### src/rtl/rx_byte_buffer.sv
// Serial-to-parallel receive buffer: LSB-first shift register feeding a first-word-fall-through FIFO.
// Optional saturating dropped-byte counter enabled by macro RX_BUF_OVERRUN_COUNT_EN.
module rx_byte_buffer #(
    parameter int unsigned DATA_W = 8,
    parameter int unsigned DEPTH  = 4
) (
    input  logic                     clk,
    input  logic                     rst_n,
    input  logic                     rx_serial,
    input  logic                     sample_en,
    input  logic                     rx_done,
    input  logic                     frame_error,
    output logic [DATA_W-1:0]        m_data,
    output logic                     m_frame_err,
    output logic                     m_valid,
    input  logic                     m_ready,
    output logic [$clog2(DEPTH):0]   fifo_count,
    output logic                     overrun,
    input  logic                     clear_overrun,
    output logic [7:0]               ovr_count
);

    localparam int unsigned AW = $clog2(DEPTH);
    localparam int unsigned CW = AW + 1;
    localparam int unsigned EW = DATA_W + 1;

    logic [DATA_W-1:0] r_shift;
    logic              r_pend_ferr;
    logic              r_rx_done_q;
    logic [AW-1:0]     r_wr_ptr;
    logic [AW-1:0]     r_rd_ptr;
    logic [CW-1:0]     r_count;
    logic [EW-1:0]     r_mem [DEPTH];
    logic [EW-1:0]     r_head;
    logic              r_valid;
    logic              r_overrun;

    logic              w_push_att;
    logic              w_pop;
    logic              w_full;
    logic              w_push;
    logic              w_drop;
    logic [EW-1:0]     w_entry;
    logic [AW-1:0]     w_rd_nxt;
    logic [CW-1:0]     w_cnt_nxt;
    logic [EW-1:0]     w_head_nxt;

    // Push/pop decisions; a full FIFO still accepts when the head leaves the same cycle
    always_comb begin
        w_push_att = rx_done & ~r_rx_done_q;
        w_pop      = r_valid & m_ready;
        w_full     = (r_count == CW'(DEPTH));
        w_push     = w_push_att & (~w_full | w_pop);
        w_drop     = w_push_att & w_full & ~w_pop;
        w_entry    = {r_pend_ferr | frame_error, r_shift};
        w_rd_nxt   = w_pop ? r_rd_ptr + AW'(1) : r_rd_ptr;
        w_cnt_nxt  = r_count + CW'(w_push) - CW'(w_pop);
    end

    // Next head: the incoming entry bypasses memory when it lands at the new read slot
    always_comb begin
        w_head_nxt = r_head;
        if (w_push && (r_wr_ptr == w_rd_nxt)) begin
            w_head_nxt = w_entry;
        end else if (w_cnt_nxt != '0) begin
            w_head_nxt = r_mem[w_rd_nxt];
        end
    end

    always_ff @(posedge clk or negedge rst_n) begin
        if (!rst_n) begin
            r_shift     <= '0;
            r_pend_ferr <= 1'b0;
            r_rx_done_q <= 1'b0;
            r_wr_ptr    <= '0;
            r_rd_ptr    <= '0;
            r_count     <= '0;
            r_head      <= '0;
            r_valid     <= 1'b0;
            r_overrun   <= 1'b0;
        end else begin
            r_rx_done_q <= rx_done;
            if (sample_en) begin
                r_shift <= {rx_serial, r_shift[DATA_W-1:1]};
            end
            if (w_push_att) begin
                r_pend_ferr <= 1'b0;
            end else if (frame_error) begin
                r_pend_ferr <= 1'b1;
            end
            if (w_push) begin
                r_wr_ptr <= r_wr_ptr + AW'(1);
            end
            r_rd_ptr  <= w_rd_nxt;
            r_count   <= w_cnt_nxt;
            r_head    <= w_head_nxt;
            r_valid   <= (w_cnt_nxt != '0);
            if (w_drop) begin
                r_overrun <= 1'b1;
            end else if (clear_overrun) begin
                r_overrun <= 1'b0;
            end
        end
    end

    // Storage array carries no reset; occupancy tracking alone defines validity
    always_ff @(posedge clk) begin
        if (w_push) begin
            r_mem[r_wr_ptr] <= w_entry;
        end
    end

`ifdef RX_BUF_OVERRUN_COUNT_EN
    logic [7:0] r_ovr_cnt;

    // A clear coinciding with a drop leaves exactly that one drop counted
    always_ff @(posedge clk or negedge rst_n) begin
        if (!rst_n) begin
            r_ovr_cnt <= '0;
        end else if (clear_overrun) begin
            r_ovr_cnt <= w_drop ? 8'd1 : 8'd0;
        end else if (w_drop && (r_ovr_cnt != 8'hFF)) begin
            r_ovr_cnt <= r_ovr_cnt + 8'd1;
        end
    end

    assign ovr_count = r_ovr_cnt;
`else
    assign ovr_count = 8'd0;
`endif

    assign m_data      = r_head[DATA_W-1:0];
    assign m_frame_err = r_head[DATA_W];
    assign m_valid     = r_valid;
    assign fifo_count  = r_count;
    assign overrun     = r_overrun;

endmodule

### config.mk
export PLATFORM = sky130hd
export DESIGN_NAME = rx_byte_buffer
export DESIGN_NICKNAME = d
export VERILOG_FILES = /design/src/rtl/rx_byte_buffer.sv
export SDC_FILE = /design/constraint.sdc
export NUM_CORES = 1
export LEC_CHECK = 0
export ABC_AREA = 1
export CORE_MARGIN = 4
export CORE_UTILIZATION = 55
export CTS_CLUSTER_DIAMETER = 80
export DETAILED_ROUTE_END_ITERATION = 10
export PLACE_DENSITY_LB_ADDON = 0.3
export SLEW_MARGIN = 10
export SYNTH_ARGS = -nofsm -noshare
export SYNTH_HDL_FRONTEND = slang
export SYNTH_SLANG_ARGS = --single-unit
### constraint.sdc
create_clock -name clk -period 3.45 [get_ports clk]
set_input_delay 0.345 -clock clk [delete_from_list [all_inputs] [get_ports clk]]
set_output_delay 0.345 -clock clk [all_outputs]
set_load 0.05 [all_outputs]
Word level (Yosys, flattened, before mapping):

Memories as Yosys holds them, arrays and structs flattened. A register that Yosys moved wholly into a read port is not among the register bits.
Index checks and enable logic that the tools add are counted.

* bits in registers: 19
* output and inout bits: 22
* memories kept: 1
* logic and storage cells: 38
* RAM bits: 36
* input port bits: 8

Memories
* r_mem: words 4, bits a word 9, rd ports 1, clocked after memory_dff 1, wr ports 1, RTL line 33 `logic [EW-1:0] r_mem [DEPTH];`

* muxes and demuxes: 7
* add/subtract/negate cells: 4
* equal/unequal tests: 2
* bitwise logic cells: 10
* reductions and logical operators: 6

Operators with widths (count)
* 2-to-1 mux 1 bit: 6
* nonzero test 2 bit: 3
* AND 1 bit: 5
* adder 2 x 1 -> 2 bit (second input constant): 2
* adder 3 x 1 -> 3 bit: 1
* equality test 3 bit (second input constant): 1
* NOT 1 bit: 3
* nonzero test 3 bit: 1
* subtractor 3 x 1 -> 3 bit: 1
* equality test 2 bit: 1
* 2-to-1 mux 2 bit: 1
* OR 1 bit: 2
* logical AND 1 bit: 1
* zero test 1 bit: 1

Depth between registers and ports, before layout:

* depth in word-level cells: 8
* depth in mapped cells: 15
* depth with buffers taken out: 15

Least setup slack after synthesis:

No wires, ideal clock.

* path kind: reg-to-reg
* from: register r_count[1], in the netlist fifo_count[1]
* to: register r_head[0], read port of r_mem
* slack: 0.658 ns
* period minus slack after synthesis: 2.792 ns
* arrival time: 2.668 ns
* path buffers: 0
* data required time: 3.327 ns
* setup time: 0.123 ns
* stages on the path, launching flop included: 16
* cells stage by stage: dfrtp_1 inv_2 nand2_2 nor2_1 nand2_2 nand2_4 ha_1 inv_1 ha_1 fa_1 inv_1 nand2_1 nor2_4 inv_2 nand3_2 nand3_2

* longest elaborated chain between the ends: 8
* elaborated cells between the ends (all ways): 9
* those cells by class: add/sub (2); eq/ne (1); bitwise (3); reduce/logical (3)

Ends and longest elaborated chain
* start, declared: RTL line 32 `logic [CW-1:0] r_count;`
* start signal, assigned: RTL line 95 `r_count <= w_cnt_nxt;`
* equality test 3 bit: RTL line 52 `w_full = (r_count == CW'(DEPTH));`
* NOT 1 bit: RTL line 53 `w_push = w_push_att & (~w_full | w_pop);`
* OR 1 bit: RTL line 53
* AND 1 bit: RTL line 53
* adder 3 x 1 -> 3 bit (*): RTL line 57 `w_cnt_nxt = r_count + CW'(w_push) - CW'(w_pop);`
* subtractor 3 x 1 -> 3 bit (*): RTL line 57
* via w_cnt_nxt[1]: RTL line 45 `logic [CW-1:0] w_cnt_nxt;`
* nonzero test 3 bit (*): RTL line 65 `end else if (w_cnt_nxt != '0) begin`
* nonzero test 2 bit (no source line) (*)
* end, declared: RTL line 34 `logic [EW-1:0] r_head;`

Mark *: on every way through the listed nets, which the timed path passes. The rest lies on a longest branch.
A chain may end at the register's enable or synchronous reset.

Final worst setup path:

* from: input port rx_done
* to: register r_head[5], read port of r_mem

* longest elaborated chain between the ends: 6
* elaborated cells between the ends (all ways): 7
* those cells by class: add/sub (2); bitwise (2); reduce/logical (3)

Ends and longest elaborated chain
* start, declared: RTL line 11 `input logic rx_done,`
* AND 1 bit: RTL line 50 `w_push_att = rx_done & ~r_rx_done_q;`
* AND 1 bit: RTL line 53
* adder 3 x 1 -> 3 bit: RTL line 57
* subtractor 3 x 1 -> 3 bit: RTL line 57
* via w_cnt_nxt[1]: RTL line 45
* nonzero test 3 bit: RTL line 65
* nonzero test 2 bit (no source line)

The timed path passes the listed nets, and every way through them passes these cells.

==> impl_metrics.json <==
{
  "status": "complete, no violations",
  "powerDensity_nw_per_um2": 900,
  "die_h_um": 83.2,
  "drv_cap": 0,
  "grtUsageTotal_pct": 18.0,
  "routedWlPerCell_um": 14.7,
  "synth_area_um2": 3110,
  "finClkSkew_ps": 6.96,
  "timing.hold.ws_ps": 386,
  "io_pins": 30,
  "ys_ff_latch": 64,
  "yosysUniqueCellTypes": 27,
  "arrival_ps": 2980,
  "drt_iter0_drc": 111,
  "cp_cell_sequence": "clkdlybuf4s50_1, inv_1, nor2_1, nand2_4, ha_1, inv_1, ha_1, fa_1, inv_1, nand2_1, nor2_4, inv_2, nand3_2, nand3_2",
  "crit_path_frequent_cell": "inv_1",
  "postCtsSetupRepairBufs": 0,
  "ys_seq_area_share_pct": 57.3,
  "initial_utilization_pct": 56.5,
  "ir_worst_vdd_v": 0.000502,
  "area_growth_syn_to_layout_pct": 13.2,
  "grt_start_max_net_pins": 29,
  "worst_skew_pair.late_latency_ps": 340,
  "startpoint": "rx_done",
  "drt-pass1-iter-count": 4,
  "finalSetupTns_ps": 0,
  "rsz0062_at_grt": "false",
  "synth_flop_cell": "edfxtp_1",
  "setup_violations": 0,
  "grt_overflow": 0,
  "ctsRootBufferMaster": "clkbuf_8",
  "post-route-min-period_ps": 2750,
  "htreeDepth": 3,
  "synth_cells": 284,
  "critPathMaxFanout": 10,
  "via_per_inst": 5.03,
  "nets": 327,
  "path_class": "input port to flip-flop",
  "critPathRequiredTime_ps": 3680,
  "startpoint_type": "input port",
  "rows": 27,
  "drv_slew": 0,
  "n_fill_cell": 424,
  "hp-class": "input port to async pin",
  "avgSynthCellArea_um2": 11.0,
  "grt_pass1_wl_mm": 9.65,
  "relSlewSlack_pct": 45.4,
  "async_flop_share_pct": 43.8,
  "drc": 0,
  "postRouteAntennaNets": 0,
  "p_leak_nw": 1.57,
  "path_clk_slew_ps": 80,
  "cts_buffers": 9,
  "die_x_um": 83.2,
  "port_buffers": 21,
  "crit_buf_inv": 5,
  "r2r-end": "r_head[5]",
  "slowest_stage": "clkdlybuf4s50_1",
  "endpoint_kind": "flip-flop",
  "timing.final.crit_share_pct": 79.7,
  "cts_tree": "yes",
  "max_freq_mhz": 364,
  "vias": 1957,
  "first_global_vias": 1980,
  "path_depth": 14,
  "ctsLongestPathBuffers": 2,
  "die-area_um2": 6920,
  "register_area_um2": 1780,
  "endpoint": "r_head[5]",
  "dpl.hpwl_mm": 3.88,
  "cts_hold_buffers": 0,
  "r2r-start": "fifo_count[1]",
  "reg2reg_depth": 15,
  "hold_violations": 0,
  "place_congestion": 0.807,
  "wl_mm": 5.71,
  "cpPeakStageDelay_ps": 470,
  "placed_area_um2": 3350,
  "drive_above_1_share_pct": 18.0,
  "cts_resized": 0,
  "antenna_found_initial": 0,
  "diodes": 0,
  "coreArea_um2": 5510,
  "critical-path-top-delay-family": "adder cells",
  "cts_sinks": 64,
  "worst_pin_slew_ps": 816,
  "final_area_um2": 3520,
  "multi_input_area_um2": 1070,
  "ys_warn_count": 0,
  "synth_edf_count": 36,
  "reg2reg_slack_ps": 790
}
worst min-delay path by stage:
stage                     to  slack [ps]  cells past startpoint
4_1_cts           r_shift[4]         390                      2
6_report          r_shift[4]         390                      2
5_1_grt           r_shift[3]         420                      2
3_3_place_gp         overrun         470                      1
3_5_place_dp         overrun         470                      1
2_1_floorplan  fifo_count[0]          50                      0
metrics by stage:
step           setup WS (ps)  util (%)  power, mW  cells
2_1_floorplan            658         -       2.27    291
3_3_place_gp             423      60.8       2.58    373
3_5_place_dp             329      60.8       2.63    373
4_1_cts                  699      63.9       3.19    389
5_1_grt                  549      63.9       3.40    389
6_report                 700      63.9       3.17    389
worst register-to-register path, cell delays in order, from the launching register on:
cell	delay, ps
dfrtp_1	400
inv_2	90
nand2_2	60
nor2_1	110
nand2_2	90
nand2_4	140
ha_1	250
inv_1	50
ha_1	150
fa_1	430
inv_1	70
nand2_1	80
nor2_4	260
inv_2	180
nand3_2	120
nand3_2	70
metal layers:
layer / vias up / GRT usage, % / part of all wire, %
met1: 928 / 22.9 / 46
met2: 39 / 29.4 / 49
met5: - / 0 / 0
li1: 983 / - / -
met4: 0 / 8.47 / 1.5
met3: 7 / 3.87 / 4.3
synth_stat cells (3+ instances only):
master	instances	area, um^2
nor2_1	11	41.3
nand2_2	4	25.0
inv_1	40	150
edfxtp_1	36	1080
a21oi_1	5	25.0
nand3_1	36	180
nand3b_1	19	143
nand2_4	5	56.3
dfrtp_1	28	701
nand3_2	21	210
nand2_1	43	161
ha_1	6	75.1
buf_4	10	75.1
o21ai_0	3	15.0
state kept, by name (all words and copies together) (netlist names):
register	count
r_pend_ferr	1
r_shift	8
fifo_count	3
overrun	1
r_mem	36
r_rx_done_q	1
r_rd_ptr	2
r_wr_ptr	2
r_head	9
m_valid	1
cell usage in the layout, fill, tap and decap left out, types with 3 or more instances in the layout:
cell and count:
nand2_1 43, edfxtp_1 36, o21ai_0 3, nand3b_1 19, dfrtp_1 28, inv_1 40, clkbuf_8 9, nand2_4 5
clkdlybuf4s50_1 21, nor2_1 11, nand3_2 21, nand3_1 36, nand2_2 4, clkinvlp_4 4, conb_1 8, a21oi_1 5
buf_4 5, ha_1 6
kinds of logic (layout without fill, tap and decap cells):
kind of cell	Yosys count	in the layout	synth area share [%]
other	1	8	0.121
DFF	64	64	57.3
AOI/OAI and AO/OA	9	9	1.57
xor gates and xnor gates	1	1	0.282
adders and majority gates	7	7	3.06
buffers and inverters	58	84	9.13
and+or+nand+nor	142	142	27.8
muxes	2	2	0.724
cell type report:
cell class	count	share of cell area [%]
inverters	42	4.48
clock buffers	9	3.52
multi-input cells	169	30.4
clock inverters	7	1.35
flip-flops and latches	64	50.6
well taps	72	2.56
repair buffers	26	7.04
power by group:
part           total [mW]  switching [mW]  leakage (nW)  internal [mW]
clock               0.559           0.300        0.0753          0.258
combinational        1.50            1.01         0.837          0.490
sequential           1.11           0.111         0.655          0.996
total                3.17            1.42          1.57           1.74
No activity file was read; power rests on OpenSTA's default activity.
==> RTL edit 1 (same settings) <==
Set the parameter `DATA_W` to 10 (it was 8).
--- a/src/rtl/rx_byte_buffer.sv
+++ b/src/rtl/rx_byte_buffer.sv
@@ -3,3 +3,3 @@
 module rx_byte_buffer #(
-    parameter int unsigned DATA_W = 8,
+    parameter int unsigned DATA_W = 10,
     parameter int unsigned DEPTH  = 4
Interface: changed (resized m_data); port bits go from 30 to 32. No check against the original RTL was run, so the function may have changed too.
==> RTL edit 1 against the unedited design <==
- global-route usage rose by 0.58 points
- design area increased by 16%
- sequential cell count rose by 12
- power up 19%
- synthesized area up 15%
- worst setup slack improved by 0.088 ns
- count of clock-buffer cells in the layout unchanged
- synthesized cell count grew 18%
- via count increased by 15%
- critical path depth unchanged
- wire length rose by 14%
- clock power up 50%
==> RTL edit 1: results (changes against the unedited design) <==
** Outcome
- Run status: complete, no violations (unchanged).

** Setup path
- Endpoint of the most critical register-to-register path :: r_head[0] (was r_head[5])
- Arrival @ worst endpoint :: 2.95 ns (was 2.98 ns)
- The launching element of the worst setup path is m_ready (was rx_done).
- Register-to-register setup slack :: 0.88 ns (was 0.79 ns)
- Max Fanout on Critical Path :: 11 (was 10)
- The reg-to-reg critical path startpoint was m_valid (was fifo_count[1]).

** Logic synthesis
- Post-synth ARST share :: 0.421 (was 0.438)
- The xor/xnor share of the synthesized area came to 0.00244 (was 0.00282).
- Number of distinct library cells after synthesis :: 26 (was 27)
- Number of enable flip-flop cells after synthesis :: 44 (was 36)

** Drt
- Final WL :: 6530 microns (was 5710 microns)
- Wire length on met2 :: 3100 microns (was 2770 microns)
- The post-detailed-route via-to-cell ratio is 5.12 (was 5.03).

** Power and ir drop
- The switching share of power was 0.419 (was 0.449).
- Leakage dissipation :: 1.80 nW (was 1.57 nW)
- Largest voltage drop on the vdd net :: 901 uV (was 502 uV)

** Global routing
- Vias in the first global route :: 2165 (was 1980)
- Global routing met3 resource utilization :: 0.0372 (was 0.0387)
- Met2 Usage GRT :: 0.275 (was 0.294)
- The overall track demand over capacity in global routing was 0.186 (was 0.180).
- The global-route met1 utilization is 0.263 (was 0.229).

** Placed design
- Post-placement cell area :: 3840 sq um (was 3350 sq um)
- The number of port buffers was 23 (was 21).
- The number of placed instances with taps included came to 425 (was 373).

** Finish
- Net count reported at finish :: 374 (was 327)
- The fraction of final layout cells sized beyond drive strength 1 is 0.151 (was 0.180).
- Registers with the most flip-flops: r_mem x44, r_head x11, r_shift x10 (was r_mem x36, r_head x9, r_shift x8).

** Timing
- Period minus WS final :: 2.66 ns (was 2.75 ns)
[RTL edit 1: power groups by stage]
| stage | registers (mW) | logic [mW] | clock network, mW |
|---|---|---|---|
| floorplan | 1.61 | 0.962 | 0 |
| global placement | 1.32 | 1.59 | 0 |
| detailed placement | 1.33 | 1.64 | 0 |
| CTS | 1.31 | 1.64 | 0.858 |
| global route | 1.33 | 1.81 | 0.892 |
| finish | 1.31 | 1.63 | 0.841 |
[RTL edit 1: worst max-delay path, cell delays in order]
cell	delay [ns]
clkdlybuf4s50_1	0.50
nand2_2	0.11
nand3_1	0.15
nand2_4	0.12
ha_1	0.30
inv_1	0.04
ha_1	0.18
fa_1	0.46
inv_1	0.07
nand2_1	0.06
nor2_2	0.15
buf_4	0.23
nand3_1	0.12
nand3_1	0.13
[RTL edit 1: area by class of cell]
type                       instances  area [sq um]
clock buffer                       9           124
clock inverter                     7           128
fill                             478          2260
inverter                          47           176
multi-input combinational        195          1160
sequential                        76          2120
tap                               77          96.3
timing repair buffer              30           283
==> RTL edit 2 (same settings) <==
Without the edit above. Register the output `fifo_count` once more, cleared by the reset; this adds one clock of latency there. The other outputs are not delayed to match.
--- a/src/rtl/rx_byte_buffer.sv
+++ b/src/rtl/rx_byte_buffer.sv
@@ -134,3 +134,9 @@
     assign m_valid     = r_valid;
-    assign fifo_count  = r_count;
+    always_ff @(posedge clk or negedge rst_n) begin
+        if (!rst_n) begin
+            fifo_count <= '0;
+        end else begin
+            fifo_count <= r_count;
+        end
+    end
     assign overrun     = r_overrun;
Function: changed (a bounded check fails within 4 cycles, from zero or initial values and one cycle with rst_n low).
==> RTL edit 2 against the unedited design <==
- critical path depth stayed put
- power grew 8.0%
- design area is 3.6% higher
- sequential share of layout area up 0.29 points
- sequential power rose by 4%
- die area up 2.2%
- count of clock-buffer cells in the layout unchanged
- worst setup slack better by 0.040 ns
- core utilization up 1.5 points
- sequential cell count is 3 higher
- first-iteration DRC count up 21%
- wire length down 6.2%
- synthesized area rose by 2.4%
- critical path type unchanged
==> RTL edit 2: results (changes against the unedited design) <==
** Outcome
- Run status :: complete, no violations (unchanged)

** Setup path
- Max Fanout on Critical Path :: 10 (unchanged)
- Reg2reg start :: r_count[1] (was fifo_count[1])
- Arrival @ worst endpoint :: 2.94 ns (was 2.98 ns)
- The cell with the largest stage delay on the worst path is clkdlybuf4s50_1 (unchanged).

** Drt
- Wl on met1 :: 2440 microns (was 2600 microns)
- 1st-iter DRT viols :: 134 (was 111)
- Wire length on met2 :: 2460 microns (was 2770 microns)
- The total met3 wirelength after detailed routing came to 356 microns (was 247 microns).
- The routed wire length is 5360 microns (was 5710 microns).
- Detailed-router iteration count before antenna repair :: 4 (unchanged)
- Vias per inst :: 5.09 (was 5.03)

** Finish
- The fill cell instance count of the final layout came to 436 (was 424).
- Share of final-layout standard cells stronger than drive strength 1 :: 0.168 (was 0.180)
- Registers with the most flip-flops: r_mem x36, r_head x9, r_shift x8 (unchanged).
- Net count reported at finish :: 331 (was 327)

** Global routing
- Routing usage on met1 :: 0.223 (was 0.229)
- The met3 demand-to-capacity share in global routing was 0.0484 (was 0.0387).
- Vias in the first global route :: 1970 (was 1980)
- The routing usage on met2 came to 0.264 (was 0.294).
- GR Util All Layers :: 0.171 (was 0.180)
- Maximum number of pins on one net before global-route repair :: 32 (was 29)
- Wire length of the first global-routing pass :: 9330 microns (was 9650 microns)

** Timing
- The final worst clock skew is 0.00549 ns (was 0.00696 ns).
- The slew at the pin with the worst max-slew slack was 0.815 ns (was 0.816 ns).

** Placed design
- The detailed-placement wirelength estimate is 3760 microns (was 3880 microns).
- The global placement routability congestion was 0.793 (was 0.807).

** Power and ir drop
- The total leakage power came to 1.64 nW (was 1.57 nW).
- The worst supply voltage drop on vdd is 533 uV (was 502 uV).

** Logic synthesis
- Yosys warnings :: 0 (unchanged)
- Post-synth ARST share :: 0.463 (was 0.438)
- Top cells by instance count after synthesis: 44 x nand2_1, 41 x inv_1, 36 x edfxtp_1, 36 x nand3_1, 31 x dfrtp_1 (was 43 x nand2_1, 40 x inv_1, 36 x edfxtp_1, 36 x nand3_1, 28 x dfrtp_1).
- The sequential area share after synthesis was 0.583 (was 0.573).
- The count of cell types in the netlist was 26 (was 27).
- Synth top area cells: edfxtp_1 34%, dfrtp_1 24%, nand3_2 6.6% (was edfxtp_1 35%, dfrtp_1 23%, nand3_2 6.8%).

** Clock network
- Total CTS buffers :: 9 (unchanged)
- The clock latency on the worst-skew pair was 0.34 ns (about the same).
RTL edit 2: cell types whose count changed after synthesis, sizes merged:
cell	delta
o21ai	+1
a21oi	+1
inv	+1
dfrtp	+3
nor2	+1
mux2	-2
nand2	+1
RTL edit 2: through the flow:
step           instance area [sq um]  setup WS (ns)  power (mW)  cells  hold slack (ns)
2_1_floorplan                   3210          0.718        2.32    297           0.0494
3_3_place_gp                    3410          0.414        2.61    377            0.403
3_5_place_dp                    3410          0.366        2.66    377            0.410
4_1_cts                         3650          0.729        3.44    393            0.399
5_1_grt                         3650          0.542        3.65    393            0.430
6_report                        3650          0.740        3.42    393            0.396
RTL edit 2: layout make-up:
| class | instances | share of cell area |
|---|---|---|
| clock buffers | 9 | 0.0340 |
| clock inverters | 7 | 0.0319 |
| inverters | 43 | 0.0443 |
| multi-input cells | 171 | 0.292 |
| flip-flops and latches | 67 | 0.509 |
| well taps | 72 | 0.0247 |
| repair buffers | 24 | 0.0638 |
RTL edit 2: report_power, final:
part	leakage (nW)	switching, mW	internal, mW	total [mW]
registers	0.690	0.108	1.05	1.15
logic	0.830	0.999	0.485	1.48
clock network	0.119	0.303	0.478	0.782
RTL edit 2: cell families after synthesis:
family,after synthesis,share of synthesized area
flip-flops,67,0.583
other,1,0.00118
buffers and inverters,59,0.0904
AND/OR/NAND/NOR,144,0.274
adder cells (fa/ha/maj),7,0.0299
AO/OA/AOI/OAI,11,0.0185
XOR/XNOR,1,0.00275
RTL edit 2: path summary, 6_finish.rpt:
check | end | slack, ns | depth (start not counted)
max | r_head[3] | 0.74 | 14
min reg2reg | fifo_count[1] | 0.43 | 0
min | r_count[0] | 0.40 | 2
max in group asynchronous | r_pend_ferr | 2.76 | 2
max reg2reg | r_head[3] | 0.78 | 15
min in group clk | fifo_count[1] | 0.43 | 0
